$ cat src/rtl/uart_pkg.sv
// uart_pkg: constants, types and baud divisor helpers shared by the UART
// receive datapath and its bit-time counter.
//   FRAME_W     width of the receive shift register (start bit not stored)
//   CNT_W       width of the bit-time counter
//   baud_div()  round(clk_hz / baud) for a 4-bit baud index
//   div_table() all sixteen divisors, folded to constants at elaboration
package uart_pkg;

  localparam int FRAME_W    = 10;
  localparam int CNT_W      = 19;
  localparam int BAUD_SEL_W = 4;
  localparam int NUM_BAUD   = 16;
  localparam int BIT_CNT_W  = 4;

  typedef enum logic [BAUD_SEL_W-1:0] {
    BAUD_300    = 4'd0,
    BAUD_1200   = 4'd1,
    BAUD_2400   = 4'd2,
    BAUD_4800   = 4'd3,
    BAUD_9600   = 4'd4,
    BAUD_19200  = 4'd5,
    BAUD_38400  = 4'd6,
    BAUD_57600  = 4'd7,
    BAUD_115200 = 4'd8,
    BAUD_230400 = 4'd9,
    BAUD_460800 = 4'd10,
    BAUD_921600 = 4'd11
  } baud_idx_e;

  // Frame format as {eight, pen}.
  typedef enum logic [1:0] {
    FMT_7N = 2'b00,
    FMT_7P = 2'b01,
    FMT_8N = 2'b10,
    FMT_8P = 2'b11
  } frame_fmt_e;

  typedef logic [NUM_BAUD-1:0][CNT_W-1:0] div_tab_t;

  function automatic int unsigned baud_rate(input logic [BAUD_SEL_W-1:0] idx);
    int unsigned rate;
    case (idx)
      BAUD_300:    rate = 300;
      BAUD_1200:   rate = 1_200;
      BAUD_2400:   rate = 2_400;
      BAUD_4800:   rate = 4_800;
      BAUD_9600:   rate = 9_600;
      BAUD_19200:  rate = 19_200;
      BAUD_38400:  rate = 38_400;
      BAUD_57600:  rate = 57_600;
      BAUD_115200: rate = 115_200;
      BAUD_230400: rate = 230_400;
      BAUD_460800: rate = 460_800;
      default:     rate = 921_600;  // indices 11..15
    endcase
    return rate;
  endfunction

  // Rounded divide: (clk + baud/2) / baud.
  function automatic logic [CNT_W-1:0] baud_div(input int unsigned clk_hz,
                                                input logic [BAUD_SEL_W-1:0] idx);
    int unsigned rate;
    int unsigned div;
    rate = baud_rate(idx);
    div  = (clk_hz + rate / 2) / rate;
    return CNT_W'(div);
  endfunction

  function automatic div_tab_t div_table(input int unsigned clk_hz);
    div_tab_t tab;
    for (int i = 0; i < NUM_BAUD; i++) begin
      tab[i] = baud_div(clk_hz, BAUD_SEL_W'(i));
    end
    return tab;
  endfunction

  // Samples per frame after the start bit: data + optional parity + stop.
  function automatic logic [BIT_CNT_W-1:0] sample_count(input logic eight, input logic pen);
    return BIT_CNT_W'(8) + BIT_CNT_W'(eight) + BIT_CNT_W'(pen);
  endfunction

endpackage

$ cat src/rtl/uart_rx_datapath_bit_time_counter.sv
// bit_time_counter: divisor latch and bit-time counter for the UART receiver.
// Ports:
//   clk, rst      system clock, asynchronous active-low reset
//   start         half-bit timing while the FSM qualifies the start bit
//   do_it         frame in progress; counter held at 0 while low
//   baud_sel      baud index, captured on the do_it rising edge
//   btu           single-cycle bit-time-up strobe
//   frame_start   one-cycle pulse on the do_it rising edge
module bit_time_counter
  import uart_pkg::*;
#(
  parameter int unsigned CLK_HZ = 100_000_000
) (
  input  logic                  clk,
  input  logic                  rst,
  input  logic                  start,
  input  logic                  do_it,
  input  logic [BAUD_SEL_W-1:0] baud_sel,
  output logic                  btu,
  output logic                  frame_start
);

  localparam div_tab_t DIV_TAB = div_table(CLK_HZ);

  logic             do_it_q;
  logic [CNT_W-1:0] div_q;
  logic [CNT_W-1:0] div_eff;
  logic [CNT_W-1:0] limit;
  logic [CNT_W-1:0] count;

  assign frame_start = do_it & ~do_it_q;

  // In the rising-edge cycle the latch has not loaded yet, so use the
  // table value directly; afterwards baud_sel changes are ignored.
  assign div_eff = frame_start ? DIV_TAB[baud_sel] : div_q;
  assign limit   = start ? (div_eff >> 1) : div_eff;
  assign btu     = do_it & (count == (limit - CNT_W'(1)));

  always_ff @(posedge clk or negedge rst) begin
    if (!rst) begin
      do_it_q <= 1'b0;
      div_q   <= '0;
    end else begin
      do_it_q <= do_it;
      if (frame_start) begin
        div_q <= DIV_TAB[baud_sel];
      end
    end
  end

  always_ff @(posedge clk or negedge rst) begin
    if (!rst) begin
      count <= '0;
    end else if (!do_it || btu) begin
      count <= '0;
    end else begin
      count <= count + CNT_W'(1);
    end
  end

endmodule

$ cat src/rtl/uart_rx_datapath.sv
// uart_rx_datapath: receive datapath of the UART, sitting under the receive
// control FSM. Times bits, samples rx mid-bit, deserialises 7/8-bit frames
// with optional parity and holds the byte plus status for the host.
// Optional feature macro: UART_RX_SYNC_EN (2-flop rx synchroniser, reset to 1).
// Ports:
//   clk, rst      system clock, asynchronous active-low reset
//   rx            serial line, idle high
//   start, do_it  FSM phase inputs (start-bit qualify, frame in progress)
//   baud_sel      baud index, latched per frame
//   eight, pen    8 data bits / parity enable
//   ohel          parity sense, 1 = odd
//   clr_rdy       host read acknowledge, clears rx_rdy and ovf
//   rx_s          conditioned rx, also feeds the FSM
//   btu, done     strobes back to the FSM
//   rx_data       received byte (bit 7 = 0 in 7-bit mode)
//   rx_rdy        byte available
//   perr, ferr    parity / framing error for the held byte
//   ovf           a frame completed while rx_rdy was still set
module uart_rx_datapath
  import uart_pkg::*;
#(
  parameter int unsigned CLK_HZ = 100_000_000
) (
  input  logic                  clk,
  input  logic                  rst,
  input  logic                  rx,
  input  logic                  start,
  input  logic                  do_it,
  input  logic [BAUD_SEL_W-1:0] baud_sel,
  input  logic                  eight,
  input  logic                  pen,
  input  logic                  ohel,
  input  logic                  clr_rdy,
  output logic                  rx_s,
  output logic                  btu,
  output logic                  done,
  output logic [7:0]            rx_data,
  output logic                  rx_rdy,
  output logic                  perr,
  output logic                  ferr,
  output logic                  ovf
);

  logic                 frame_start;
  logic                 sample;
  logic                 last_sample;
  logic [BIT_CNT_W-1:0] bit_cnt;
  logic [BIT_CNT_W-1:0] k_len;
  logic [FRAME_W-1:0]   sr;
  frame_fmt_e           fmt;
  logic [7:0]           data_ext;
  logic                 par_ext;
  logic                 stop_ext;
  logic                 perr_next;

`ifdef UART_RX_SYNC_EN
  logic [1:0] rx_sync;

  always_ff @(posedge clk or negedge rst) begin
    if (!rst) begin
      rx_sync <= 2'b11;
    end else begin
      rx_sync <= {rx_sync[0], rx};
    end
  end

  assign rx_s = rx_sync[1];
`else
  assign rx_s = rx;
`endif

  bit_time_counter #(
    .CLK_HZ (CLK_HZ)
  ) u_btc (
    .clk         (clk),
    .rst         (rst),
    .start       (start),
    .do_it       (do_it),
    .baud_sel    (baud_sel),
    .btu         (btu),
    .frame_start (frame_start)
  );

  // The btu seen while start is high is the mid-start-bit check, not data.
  assign sample      = btu & ~start & do_it;
  assign k_len       = sample_count(eight, pen);
  assign last_sample = sample & ((bit_cnt + BIT_CNT_W'(1)) == k_len);

  always_ff @(posedge clk or negedge rst) begin
    if (!rst) begin
      bit_cnt <= '0;
    end else if (!do_it) begin
      bit_cnt <= '0;
    end else if (sample) begin
      bit_cnt <= bit_cnt + BIT_CNT_W'(1);
    end
  end

  // Shifts right so the stop bit always lands in sr[9] and the field
  // positions depend only on the frame format.
  always_ff @(posedge clk or negedge rst) begin
    if (!rst) begin
      sr <= '0;
    end else if (frame_start) begin
      sr <= '0;
    end else if (sample) begin
      sr <= {rx_s, sr[FRAME_W-1:1]};
    end
  end

  always_ff @(posedge clk or negedge rst) begin
    if (!rst) begin
      done <= 1'b0;
    end else begin
      done <= last_sample;
    end
  end

  assign fmt = frame_fmt_e'({eight, pen});

  always_comb begin
    data_ext = '0;
    par_ext  = 1'b0;
    case (fmt)
      FMT_7N: data_ext = {1'b0, sr[8:2]};
      FMT_7P: begin
        data_ext = {1'b0, sr[7:1]};
        par_ext  = sr[8];
      end
      FMT_8N: data_ext = sr[8:1];
      FMT_8P: begin
        data_ext = sr[7:0];
        par_ext  = sr[8];
      end
      default: begin
        data_ext = '0;
        par_ext  = 1'b0;
      end
    endcase
  end

  assign stop_ext  = sr[FRAME_W-1];
  assign perr_next = pen & (^data_ext ^ par_ext ^ ohel);

  // done takes priority over clr_rdy; a coincident acknowledge still
  // suppresses the overrun for this byte.
  always_ff @(posedge clk or negedge rst) begin
    if (!rst) begin
      rx_data <= '0;
      rx_rdy  <= 1'b0;
      perr    <= 1'b0;
      ferr    <= 1'b0;
      ovf     <= 1'b0;
    end else if (done) begin
      rx_data <= data_ext;
      perr    <= perr_next;
      ferr    <= ~stop_ext;
      rx_rdy  <= 1'b1;
      ovf     <= clr_rdy ? 1'b0 : (ovf | rx_rdy);
    end else if (clr_rdy) begin
      rx_rdy  <= 1'b0;
      ovf     <= 1'b0;
    end
  end

endmodule

$ cat config.mk
export PLATFORM = sky130hd
export DESIGN_NAME = uart_rx_datapath
export DESIGN_NICKNAME = d
export VERILOG_FILES = /design/src/rtl/uart_pkg.sv /design/src/rtl/uart_rx_datapath_bit_time_counter.sv /design/src/rtl/uart_rx_datapath.sv
export SDC_FILE = /design/constraint.sdc
export NUM_CORES = 1
export LEC_CHECK = 0
export CAP_MARGIN = 15
export CORE_MARGIN = 10
export CORE_UTILIZATION = 45
export CTS_CLUSTER_SIZE = 10
export DETAILED_ROUTE_END_ITERATION = 16
export GPL_TIMING_DRIVEN = 0
export PLACE_DENSITY = 0.7
export SLEW_MARGIN = 20
export SYNTH_ARGS = -nofsm -noshare
export SYNTH_HDL_FRONTEND = slang
export SYNTH_HIERARCHICAL = 1
export SYNTH_SLANG_ARGS = --single-unit
$ cat constraint.sdc
create_clock -name clk -period 6.7 [get_ports clk]
set_input_delay 0.67 -clock clk [delete_from_list [all_inputs] [get_ports clk]]
set_output_delay 0.67 -clock clk [all_outputs]
set_load 0.01 [all_outputs]
======== Yosys cells after proc, flatten, opt, wreduce, memory -nomap -nowiden ========
Memories as Yosys holds them, arrays and structs flattened.
Cells that the tools add are included.
word-level totals
  flip-flop bits (word level) ............. 66
  ROM bits ................................ 304
  input port bits ......................... 13
  output and inout bits ................... 15
  memories kept ........................... 1
memories
  name              words  width  read ports  clocked after memory_dff  wr ports  line                                     RTL
  (name not given)  16     19     1           0                         0         uart_rx_datapath_bit_time_counter.sv:35  assign div_eff = frame_start ? DIV_TAB[baud_sel] : div_q;
cells by class
  $add $sub $neg .......................... 5
  $lt $le $gt $ge ......................... 1
  equality and inequality tests ........... 6
  muxes and demuxes ....................... 14
  bitwise gates (word level) .............. 12
  reduce and logical (&&, ||, !) cells .... 7
operators with widths
  cell                     number
  $mux W19                 4
  $pmux W8 S4              1
  $mux W10                 2
  $add A19 B1 Y19 const B  1
  $eq A19 B19 Y1           1
  $sub A19 B1 Y19 const B  1
  $mux W4                  2
  $reduce_xor A8 Y1        1
  $and A1 B1 Y1            6
  $lt A4 B5 Y1 const B     1
  $mux W1                  5
  $add A4 B1 Y4            1
  $add A4 B1 Y4 const A    1
  $add A4 B1 Y4 const B    1
  $eq A2 B2 Y1 const B     2
  $eq A4 B4 Y1             1
  $reduce_bool A2 Y1       2
  $not A1 Y1               3
  $eq A2 B1 Y1 const B     1
  $logic_not A2 Y1         1
  $ne A2 B1 Y1 const B     1
  $reduce_or A2 Y1         1
  $xor A1 B1 Y1            2
  $logic_not A1 Y1         1
  2 further kinds          2

======== Depth between registers and ports, before layout ========
Gate-level depths: netlist (run 1).
  depth in word-level cells ............... 11
  mapped depth ............................ 22
  gate-level depth less buffers ........... 19

======== By module ========
The synthesis (run 1) kept the hierarchy.
modules (own cells, without submodules)
  module            times used  cells each  area an instance (sq um)
  bit_time_counter  1           385         3219.3
  uart_rx_datapath  1           175         1617.8

======== Least setup slack after synthesis (run 1) ========
OpenSTA, ideal clock, no wires.
  path type ............................... input-to-reg
  start point ............................. input port do_it
  end point ............................... register sr[4]
  data arrival time ....................... 4.572 ns
  data required time ...................... 6.622 ns
  slack ................................... 2.050 ns
  cell stages on the path ................. 20
  path buffers ............................ 4
  cells stage by stage .................... buf_2 or3b_2 a2bb2oi_1 a22oi_1 inv_1 ha_1 xnor2_1 a221o_1 a211o_1 a2111oi_2 o2111ai_1 nor4_2 buf_4 and2_1 nor2b_1 clkbuf_1 and2_1 clkbuf_1 nand2_1 a21oi_1
between the ends
  longest elaborated chain between the ends .. 9
  elaborated cells between the ends (all ways) .. 10
  those cells by class .................... add/sub: 1; eq/ne: 1; mux: 3; bitwise: 4; reduce/logical: 1
RTL lines
  element                                line                                     RTL
  start: declaration                     uart_rx_datapath.sv:28                   input logic do_it,
  $and A1 B1 Y1                          uart_rx_datapath_bit_time_counter.sv:31  assign frame_start = do_it & ~do_it_q;
  $mux W19                               uart_rx_datapath_bit_time_counter.sv:35
  $mux W19                               uart_rx_datapath_bit_time_counter.sv:36  assign limit = start ? (div_eff >> 1) : div_eff;
  $sub A19 B1 Y19                        uart_rx_datapath_bit_time_counter.sv:37  assign btu = do_it & (count == (limit - CNT_W'(1)));
  $eq A19 B19 Y1                         uart_rx_datapath_bit_time_counter.sv:37
  $and A1 B1 Y1 *                        uart_rx_datapath_bit_time_counter.sv:37
  net btu                                uart_rx_datapath.sv:35                   output logic btu,
  $and A1 B1 Y1 * (2 in series)          uart_rx_datapath.sv:85                   assign sample = btu & ~start & do_it;
  $reduce_bool A2 Y1 (no source line) *  --
  end signal: assignment                 uart_rx_datapath.sv:107                  sr <= {rx_s, sr[FRAME_W-1:1]};
  end: declaration                       uart_rx_datapath.sv:49                   logic [FRAME_W-1:0] sr;
The timed path passes the listed nets; every way through them passes the cells marked *.
A chain may end at the register's enable or synchronous reset.

======== Worst setup path after layout (run 1) ========
  start point ............................. input port baud_sel[0]
  end point ............................... output port btu
between the ends
  longest elaborated chain between the ends .. 7
RTL lines
  element             line                                     RTL
  start: declaration  uart_rx_datapath.sv:29                   input logic [BAUD_SEL_W-1:0] baud_sel,
  $mem_v2 Z16 W19     --
  $mux W19            --
  $mux W19            uart_rx_datapath_bit_time_counter.sv:35
  $mux W19            uart_rx_datapath_bit_time_counter.sv:36
  $sub A19 B1 Y19     uart_rx_datapath_bit_time_counter.sv:37
  $eq A19 B19 Y1      uart_rx_datapath_bit_time_counter.sv:37
  $and A1 B1 Y1       uart_rx_datapath_bit_time_counter.sv:37
  end: declaration    uart_rx_datapath.sv:35
No other way between the ends. The select of a mux whose other input is x is not followed.

==> results of run 1 <==
## cell usage in the layout, fill, tap and decap left out, drive strengths merged, types with 7 or more instances in the layout
master / count
nand3: 23
mux2: 8
clkbuf: 29
nand4: 7
nor2: 42
o21ai: 20
or3: 7
nand2b: 12
inv: 31
nor2b: 9
xor2: 14
dfrtp: 66
nand2: 73
mux2i: 14
a21oi: 26
o211ai: 7
and2: 12
buf: 21
ha: 13
xnor2: 38
clkdlybuf4s50: 26
a22oi: 13
## synthesized netlist by cell type, drive strengths merged (3+ instances only)
| library cell | instances |
|---|---|
| nand2 | 73 |
| dfrtp | 66 |
| nor2 | 42 |
| xnor2 | 38 |
| inv | 31 |
| a21oi | 26 |
| nand3 | 23 |
| o21ai | 20 |
| buf | 19 |
| clkbuf | 16 |
| mux2i | 14 |
| xor2 | 14 |
| a22oi | 13 |
| ha | 13 |
| and2 | 12 |
| nand2b | 12 |
| nor2b | 9 |
| mux2 | 8 |
| nand4 | 7 |
| o211ai | 7 |
| or3 | 7 |
| a211oi | 6 |
| and3 | 6 |
| nor3 | 6 |
| nor4 | 6 |
| nand3b | 5 |
| nor3b | 5 |
| a221oi | 4 |
| a31oi | 4 |
| a211o | 3 |
| a21o | 3 |
| a221o | 3 |
| a32oi | 3 |
| o2111ai | 3 |
## final timing paths
check / end / cells past startpoint / startpoint
max: btu / 14 / baud_sel[0]
min: rx_data[4] / 1 / rst
max reg2reg: sr[4] / 21 / u_btc/do_it_q
min reg2reg: rx_data[1] / 1 / rx_data[1]
max in group asynchronous: u_btc/div_q[0] / 2 / rst
min in group clk: rx_data[1] / 1 / rx_data[1]
## final cells by class
class	count	area, um^2	area share
Buffer	35	160	0.0291
Sequential cell	66	1650	0.300
Tap cell	136	170	0.0309
Multi-Input combinational cell	428	2910	0.528
Clock buffer	13	169	0.0307
Timing Repair Buffer	28	295	0.0536
Inverter	31	116	0.0211
Clock inverter	2	35.0	0.00636
## per-layer routing
layer  global-route usage  vias up
met5                    0        -
li1                     -     2037
met3               0.0290       26
met4               0.0662        0
met1                0.214     2085
met2                0.259      163
## through the flow
step	cell area (um^2)	hold slack, ps	power (mW)	setup WS (ps)
after CTS	5510	219	0.995	714
final	5510	221	0.989	713
after detailed placement	5300	496	0.635	686
after global placement	5280	488	0.628	740
after global routing	5510	232	1.04	284
after floorplan	4840	374	0.574	2050
## worst register-to-register path, cell delays in order (launching register included)
cell	delay, ps
dfrtp_1	490
nand2b_4	230
buf_2	260
buf_2	280
a2bb2oi_1	140
a22oi_1	320
inv_1	80
ha_1	280
xnor2_1	160
a221o_1	280
a211o_1	290
a2111oi_2	280
o2111ai_1	170
nor4_2	190
buf_4	220
and2_1	180
nor2b_1	140
clkbuf_1	260
and2_1	180
clkbuf_1	340
nand2_1	120
a21oi_1	160
## registers in the layout (all words and copies together), names as in the netlist, 4 cells and up
register / flops
u_btc/count: 19
u_btc/div_q: 19
rx_data: 8
bit_cnt: 4
sr: 10
## logic make-up (layout without fill, tap and decap cells)
kind of cell,count (synthesis),count (layout),share of synthesized area
xor+xnor,54,54,0.103
compound gates,117,117,0.184
fa+ha+maj,13,13,0.0336
buf+inv,66,109,0.0572
simple gates,222,222,0.233
mux,22,22,0.0476
flops,66,66,0.341
## power breakdown
| part | internal, mW | switching, mW | total [mW] | leakage (nW) |
|---|---|---|---|---|
| Clock | 0.200 | 0.155 | 0.355 | 0.106 |
| Combinational | 0.0802 | 0.133 | 0.213 | 1.51 |
| Sequential | 0.412 | 0.00859 | 0.420 | 0.879 |
==> metrics.md, run 1 <==
| Metric | Value |
|---|---|
| Sequential area share after synthesis | 0.341 |
| Antenna Cells | 0 |
| M1 WL | 5570 um |
| Largest net degree at the start of global routing | 45 |
| Horiz. Die Dim | 124 um |
| Total leakage power | 2.49 nW |
| Pre-antenna DRT Iters | 5 |
| Fillers | 967 |
| Hold Path Class | input port to asynchronous set/reset pin |
| Dominant cell type by area after synthesis | dfrtp_1 |
| Yosys warning count | 6 |
| WL/cell | 16.8 um |
| Slowest-stage cell, CP | a2111oi_4 |
| Critical Path, Cell by Cell | clkdlybuf4s50_1 > inv_1 > ha_1 > nor2b_1 > o311ai_1 > nand3_1 > a2111oi_4 > nand3_1 > nor4_1 > o2111ai_1 > nor4_2 > buf_4 > and2_1 > clkdlybuf4s50_1 |
| Initial antenna violation count | 0 |
| Layout cell share with drive strength beyond 1 | 0.0929 |
| Non-Filler Instances | 739 |
| CP Buf/Inv Count | 4 |
| Yosys reg bits | 66 |
| Grt ovf | 0 |
| CP delay by family, top | buffers and inverters |
| Reg2reg setup slack | 1590 ps |
| FMAX | 0.167 GHz |
| Met3 WL | 797 um |
| Least-Margin Pin Slew | 617 ps |
| RSZ-0062 raised after global routing | no |
| Fin nets | 625 |
| Slew headroom | 0.582 |
| Crit start category | input port |
| IO Count | 28 |
| Status | finished, final reports clean |
| Synth Flop Type | dfrtp_1 |
| DRT iter0 DRCs | 399 |
| Req. time, crit path | 6030 ps |
| Clk_lat worst skew | 350 ps |
| Tcrit/Tclk final | 0.894 |
| Top sig layer | met4 |
| PD cells | 180 nW/um^2 |
| GRT Util Overall | 0.163 |
| Syn Inst Count | 560 |
| Post-synth cell types | 73 |
| Sink Count | 66 |
| Buffers on Ports | 27 |
| Core area | 10400 um^2 |
| Slowest stage delay, CP | 660 ps |
| Clock transition at path regs | 70 ps |
| DIE AREA | 15300 um^2 |
| Num rows | 37 |
| Num CTS Buffers | 9 |
| Setup repair bufs after CTS | 0 |
| Synth-to-layout area growth | 13.8% |
| Final Hold Vio Count | 0 |
| Min cycle time layout | 5990 ps |
| Longest Clk Path Bufs | 2 |
| Vias in the first global route | 4141 |
| Placed Cells incl. Taps | 724 |
| CTS Hold Bufs | 0 |
| Initial core utilization | 0.464 |
| First-pass GRT wire length | 20200 um |
| Placer Congestion | 0.896 |
| Avg Cell Area, Syn | 8.64 um^2 |
| Post-Syn Nets | 586 |
| Hpwl dp | 9190 um |
| CTS tree | yes |
| Final Max Slew Viols | 0 |
| Synthesized area | 4840 um^2 |
| Share of the synthesized area in the top cell type | 0.341 |
| Final core utilization | 0.529 |
| Met2 Wirelength | 5800 um |
| # DRC | 0 |
| Crit path max fanout | 10 |
| DR vias | 4311 |
| Drt total wl | 12400 um |
| Peak VDD IR | 0.0973 mV |
| Max Cap Viol | 0 |
| Worst Clk Skew | 15.0 ps |
| Number of synthesized flops with an enable pin | 0 |
| Cts repair resizes | 0 |
| Routed Antenna Nets | 0 |
| Synth top area cells | dfrtp_1 (34%), xnor2_1 (6.9%), nand2_1 (5.7%) |
| Worst Path Arrival | 5320 ps |
| Endpoints failing setup | 0 |
| Clock root buffer master | clkbuf_8 |
| Crit Path Category | input port to output port |
| DIE HEIGHT | 124 um |
| Via/cell ratio | 5.83 |
| CP Capture Type | output port |
| Fin Setup TNS | 0 ps |
| Ys async rst share | 1.00 |
| H-tree Lvls | 3 |
(Power assumes the default switching activity.)
==> run 2: changes to the inputs <==
Settings changed: GPL_ROUTABILITY_DRIVEN set to 0.
==> run 2 against run 1 <==
Clock skew is 5.0 ps lower. Final cell count up 0.14%. Critical path type unchanged. Largest cell class unchanged. Routed wire length fell by 2.8%. Highest routed layer unchanged. Worst hold slack better by 7.3 ps.
==> metrics.md, run 2 (synthesis results as in run 1) <==
| Metric | Value |
|---|---|
| Status | finished, final reports clean (unchanged) |
| Final Hold Vio Count | 0 (unchanged) |
| Layout cell share with drive strength beyond 1 | 0.0944 (was 0.0929) |
| Longest Clk Path Bufs | 2 (unchanged) |
| Internal power | 661 uW (was 692 uW) |
| Endpoints failing setup | 0 (unchanged) |
| Sw frac | 0.310 (was 0.300) |
| Num CTS Buffers | 9 (unchanged) |
| CTS tree | yes (unchanged) |
| Combinational share of power | 0.220 (was 0.216) |
| Worst Path Arrival | 5410 ps (was 5320 ps) |
| IO Count | 28 (unchanged) |
| Initial antenna violation count | 0 (unchanged) |
| Drt total wl | 12000 um (was 12400 um) |
| Crit path max fanout | 11 (was 10) |
| GRT Util Overall | 0.161 (was 0.163) |
| Min cycle time layout | 6080 ps (was 5990 ps) |
| Sequential share of power | 0.438 (was 0.425) |
| Routed Antenna Nets | 0 (unchanged) |
| DIE AREA | 15300 um^2 (unchanged) |
| Least-Margin Pin Slew | 635 ps (was 617 ps) |
| Final hold slack | 228 ps (was 221 ps) |
| Final Max Slew Viols | 0 (unchanged) |
| Clock power frac | 0.341 (was 0.359) |
| CP delay by family, top | buffers and inverters (unchanged) |
| CTS Hold Bufs | 0 (unchanged) |
| Grt ovf | 0 (unchanged) |
| Antenna Cells | 0 (unchanged) |
| Slowest stage delay, CP | 720 ps (was 660 ps) |
| Slowest-stage cell, CP | clkdlybuf4s50_1 (was a2111oi_4) |
| Place WS | 673 ps (was 686 ps) |
| Sink Count | 66 (unchanged) |
| Hpwl dp | 9180 um (was 9190 um) |
| Num rows | 37 (unchanged) |
| Tcrit/Tclk final | 0.908 (was 0.894) |
| # DRC | 0 (unchanged) |
| Critical Path, Cell by Cell | clkdlybuf4s50_1 > inv_1 > ha_1 > nand3b_1 > o211a_1 > nor2_1 > inv_1 > o21ai_0 > ha_1 > o211ai_1 > a211oi_2 > nand3b_1 > mux2i_1 > o211ai_1 > nor4_2 > buf_4 > and2_1 > clkdlybuf4s50_1 (was clkdlybuf4s50_1 > inv_1 > ha_1 > nor2b_1 > o311ai_1 > nand3_1 > a2111oi_4 > nand3_1 > nor4_1 > o2111ai_1 > nor4_2 > buf_4 > and2_1 > clkdlybuf4s50_1) |
| CP Capture Type | output port (unchanged) |
| Fin nets | 625 (unchanged) |
| Vias in the first global route | 4181 (was 4141) |
| Initial core utilization | 0.464 (unchanged) |
| Pre-antenna DRT Iters | 5 (unchanged) |
| Req. time, crit path | 6030 ps (about the same) |
| Peak VDD IR | 0.0856 mV (was 0.0973 mV) |
| Largest net degree at the start of global routing | 44 (was 45) |
| DRT iter0 DRCs | 444 (was 399) |
| WL/cell | 16.3 um (was 16.8 um) |
| Max Cap Viol | 0 (unchanged) |
| Crit Path Category | input port to output port (unchanged) |
| Largest regs | u_btc/count: 19 flops, u_btc/div_q: 19 flops, sr: 10 flops (unchanged) |
| Cts repair resizes | 0 (unchanged) |
| PD cells | 175 nW/um^2 (was 180 nW/um^2) |
| Clock root buffer master | clkbuf_8 (unchanged) |
| Core area | 10400 um^2 (unchanged) |
| CP Buf/Inv Count | 5 (was 4) |
| Setup slack after layout | 615 ps (was 713 ps) |
| RSZ-0062 raised after global routing | no (unchanged) |
| Setup repair bufs after CTS | 0 (unchanged) |
| Worst Clk Skew | 9.94 ps (was 15.0 ps) |
| Clock transition at path regs | 80 ps (was 70 ps) |
| Horiz. Die Dim | 124 um (unchanged) |
| Net Sw Power | 297 uW (about the same) |
| DR vias | 4277 (was 4311) |
| Most frequent cells in the layout | nand2_1 (73), dfrtp_1 (66), nor2_1 (42) (unchanged) |
| Crit start category | input port (unchanged) |
| DIE HEIGHT | 124 um (unchanged) |
| FMAX | 0.164 GHz (was 0.167 GHz) |
| Via/cell ratio | 5.78 (was 5.83) |
| Synth-to-layout area growth | 13.3% (was 13.8%) |
| Clk_lat worst skew | 340 ps (was 350 ps) |
| First-pass GRT wire length | 20000 um (was 20200 um) |
| Total leakage power | 2.48 nW (was 2.49 nW) |
| Hold Path Class | input port to asynchronous set/reset pin (unchanged) |
| Fin Setup TNS | 0 ps (unchanged) |
| H-tree Lvls | 3 (unchanged) |
| Commonest non-fill, non-tap cell in the layout | nand2_1 (unchanged) |
| Buffers on Ports | 27 (unchanged) |
| Slew headroom | 0.571 (was 0.582) |
==> run 2: area by class of cell <==
class                   instances  area (um^2)
plain buffers                  35          160
fillers                       975         4940
flip-flops and latches         66         1650
well taps                     136          170
inverters                      31          116
clock inverters                 6         57.6
clock buffers                  10          128
repair buffers                 28          288
multi-input cells             428         2910
==> run 2: worst paths after layout <==
check | to | cells past startpoint | startpoint | slack [ps]
min in group clk | ferr | 1 | sr[9] | 490
setup / recovery | btu | 18 | baud_sel[1] | 620
max in group asynchronous | u_btc/count[10] | 2 | rst | 5930
hold reg to reg | ferr | 1 | sr[9] | 490
setup reg to reg | sr[8] | 21 | u_btc/do_it_q | 1550
hold / removal | u_btc/div_q[7] | 1 | rst | 230
==> run 2: per-stage QoR <==
stage	power, mW	cell area [um^2]	util	cells
floorplan	0.574	4840	-	560
global placement	0.627	5280	0.507	723
detailed placement	0.634	5300	0.508	724
CTS	0.966	5480	0.526	740
global route	1.01	5480	0.526	740
finish	0.958	5480	0.526	740
==> run 2: metal layers <==
layer | vias up | global-route usage | part of all wire
li1 | 2042 | - | -
met1 | 2091 | 0.209 | 0.45
met2 | 124 | 0.261 | 0.47
met3 | 20 | 0.0290 | 0.058
met4 | 0 | 0.0648 | 0.015
met5 | - | 0 | 0
==> run 2: power by group through the flow <==
stage                     clock network [mW]  registers (mW)  logic, mW
after floorplan                            0           0.425      0.148
after global placement                     0           0.427      0.200
final                                  0.327           0.420      0.211
after global routing                   0.356           0.422      0.233
after detailed placement                   0           0.427      0.206
after CTS                              0.339           0.420      0.207
==> run 3: changes to the inputs <==
Settings changed: CORE_MARGIN 10 to 2, CORE_UTILIZATION 45 to 55, PLACE_DENSITY 0.7 to 0.81.
==> run 3 against run 2 <==
Sequential share of layout area is essentially flat. Clock power up 13%. Clock skew hardly changed. Largest power group unchanged. Cell area grew 0.11%. Worst hold slack worse by 76 ps.
==> metrics.md, run 3 (synthesis results as in run 1) <==
| Metric | Value |
|---|---|
| Status | finished, final reports clean (unchanged) |
| Critical Path, Cell by Cell | clkdlybuf4s50_1 > inv_1 > ha_1 > nand3b_1 > o211a_1 > nor2_1 > inv_1 > o21ai_0 > ha_1 > o211ai_1 > nor3_1 > a21boi_0 > or3_1 > o2111ai_1 > nor4_2 > buf_4 > and2_1 > clkdlybuf4s50_1 (was clkdlybuf4s50_1 > inv_1 > ha_1 > nand3b_1 > o211a_1 > nor2_1 > inv_1 > o21ai_0 > ha_1 > o211ai_1 > a211oi_2 > nand3b_1 > mux2i_1 > o211ai_1 > nor4_2 > buf_4 > and2_1 > clkdlybuf4s50_1) |
| Synth-to-layout area growth | 13.4% (was 13.3%) |
| Core area | 8640 um^2 (was 10400 um^2) |
| Cts repair resizes | 0 (unchanged) |
| # DRC | 0 (unchanged) |
| Most frequent cells in the layout | nand2_1 (73), dfrtp_1 (66), nor2_1 (42) (unchanged) |
| Worst Clk Skew | 10.0 ps (was 9.94 ps) |
| Layout cell share with drive strength beyond 1 | 0.0944 (unchanged) |
| Initial core utilization | 0.560 (was 0.464) |
| FMAX | 0.166 GHz (was 0.164 GHz) |
| Clock transition at path regs | 80 ps (about the same) |
| Worst Path Arrival | 5360 ps (was 5410 ps) |
| DRT iter0 DRCs | 433 (was 444) |
| Via/cell ratio | 6.15 (was 5.78) |
| WL/cell | 16.5 um (was 16.3 um) |
| Commonest non-fill, non-tap cell in the layout | nand2_1 (unchanged) |
| Setup slack after layout | 668 ps (was 615 ps) |
| Sink Count | 66 (unchanged) |
| Post-DP Area | 5270 um^2 (was 5300 um^2) |
| Endpoints failing setup | 0 (unchanged) |
| Req. time, crit path | 6030 ps (about the same) |
| Largest regs | u_btc/count: 19 flops, u_btc/div_q: 19 flops, sr: 10 flops (unchanged) |
| Initial antenna violation count | 0 (unchanged) |
| Clock root buffer master | clkbuf_8 (unchanged) |
| Routed Antenna Nets | 0 (unchanged) |
| Placed Cells incl. Taps | 696 (was 724) |
| First-pass GRT wire length | 20400 um (was 20000 um) |
| Num rows | 34 (was 37) |
| H-tree Lvls | 3 (unchanged) |
| Power, Total | 1.00 mW (was 958 uW) |
| Total leakage power | 2.50 nW (was 2.48 nW) |
| CTS Hold Bufs | 0 (unchanged) |
| Hold Path Class | input port to asynchronous set/reset pin (unchanged) |
| Num CTS Buffers | 9 (unchanged) |
| Vias in the first global route | 4264 (was 4181) |
| GRT Util Overall | 0.259 (was 0.161) |
| Drt total wl | 11700 um (was 12000 um) |
| Longest Clk Path Bufs | 2 (unchanged) |
| Clk_lat worst skew | 350 ps (was 340 ps) |
| Fin Setup TNS | 0 ps (unchanged) |
| DIE HEIGHT | 97.8 um (was 124 um) |
| Fin nets | 625 (unchanged) |
| PD cells | 183 nW/um^2 (was 175 nW/um^2) |
| CTS tree | yes (unchanged) |
| IO Count | 28 (unchanged) |
| RSZ-0062 raised after global routing | no (unchanged) |
| Hpwl dp | 8690 um (was 9180 um) |
| Setup repair bufs after CTS | 0 (unchanged) |
| Slowest-stage cell, CP | clkdlybuf4s50_1 (unchanged) |
| Least-Margin Pin Slew | 664 ps (was 635 ps) |
| DR vias | 4376 (was 4277) |
| Place WS | 702 ps (was 673 ps) |
| DIE AREA | 9560 um^2 (was 15300 um^2) |
| Peak VDD IR | 0.0948 mV (was 0.0856 mV) |
| Min cycle time layout | 6030 ps (was 6080 ps) |
| Slew headroom | 0.545 (was 0.571) |
| Largest net degree at the start of global routing | 57 (was 44) |
| Buffers on Ports | 27 (unchanged) |
| Reg2Reg Depth | 21 (unchanged) |
| Crit path max fanout | 10 (was 11) |
| Pre-antenna DRT Iters | 5 (unchanged) |
| CP Capture Type | output port (unchanged) |
| Tcrit/Tclk final | 0.900 (was 0.908) |
| Max Cap Viol | 0 (unchanged) |
| Final Hold Vio Count | 0 (unchanged) |
| Horiz. Die Dim | 97.8 um (was 124 um) |
| Grt ovf | 0 (unchanged) |
| Antenna Cells | 0 (unchanged) |
| Crit Path Category | input port to output port (unchanged) |
| Crit start category | input port (unchanged) |
| Slowest stage delay, CP | 670 ps (was 720 ps) |
| Final Max Slew Viols | 0 (unchanged) |
| Fillers | 738 (was 975) |
| Non-Filler Instances | 712 (was 740) |
| Cell area after layout | 5490 um^2 (was 5480 um^2) |
[run 3: cell count changes in the layout (fill, tap and decap cells not counted), sizes merged]
cell    delta
clkbuf     +1
clkinv     -2
bufinv     +1
[run 3: where the power goes]
group | internal, mW | leakage [nW] | switching, mW
Sequential | 0.412 | 0.879 | 0.00804
Combinational | 0.0801 | 1.51 | 0.133
Clock | 0.218 | 0.109 | 0.152
Total | 0.710 | 2.50 | 0.294
[run 3: critical path: cells and delay by family]
family	cells	cell delay, ps
AO/OA/AOI/OAI	5	970
adder cells (fa/ha/maj)	2	690
buffers and inverters	5	1710
AND/OR/NAND/NOR	6	1320
[run 3: final cells by class]
cell class	count	area, um^2	area share
multi-input cells	428	2910	0.530
flip-flops and latches	66	1650	0.301
repair buffers	28	295	0.0538
plain buffers	35	160	0.0292
clock buffers	11	141	0.0258
well taps	108	135	0.0246
inverters	31	116	0.0212
clock inverters	5	77.6	0.0141
[run 3: through the flow]
step | util | hold slack, ps
3_5_place_dp | 0.610 | 495
4_1_cts | 0.635 | 146
2_1_floorplan | - | 374
6_report | 0.635 | 152
3_3_place_gp | 0.607 | 467
5_1_grt | 0.635 | 154
[run 3: final timing paths]
check                                    from          to  slack (ps)
worst min register to register     rx_data[3]  rx_data[3]         510
min in group clk                   rx_data[3]  rx_data[3]         510
worst min-delay path                      rst  rx_data[6]         150
max in group asynchronous                 rst       sr[0]        6020
worst max-delay path              baud_sel[0]         btu         670
worst max register to register  u_btc/do_it_q       sr[8]        1630
[run 3: layer usage]
metal | GRT usage | wire length (um)
met1 | 0.361 | 5320
met2 | 0.405 | 5340
met3 | 0.0408 | 809
met4 | 0.111 | 267
met5 | 0 | 0
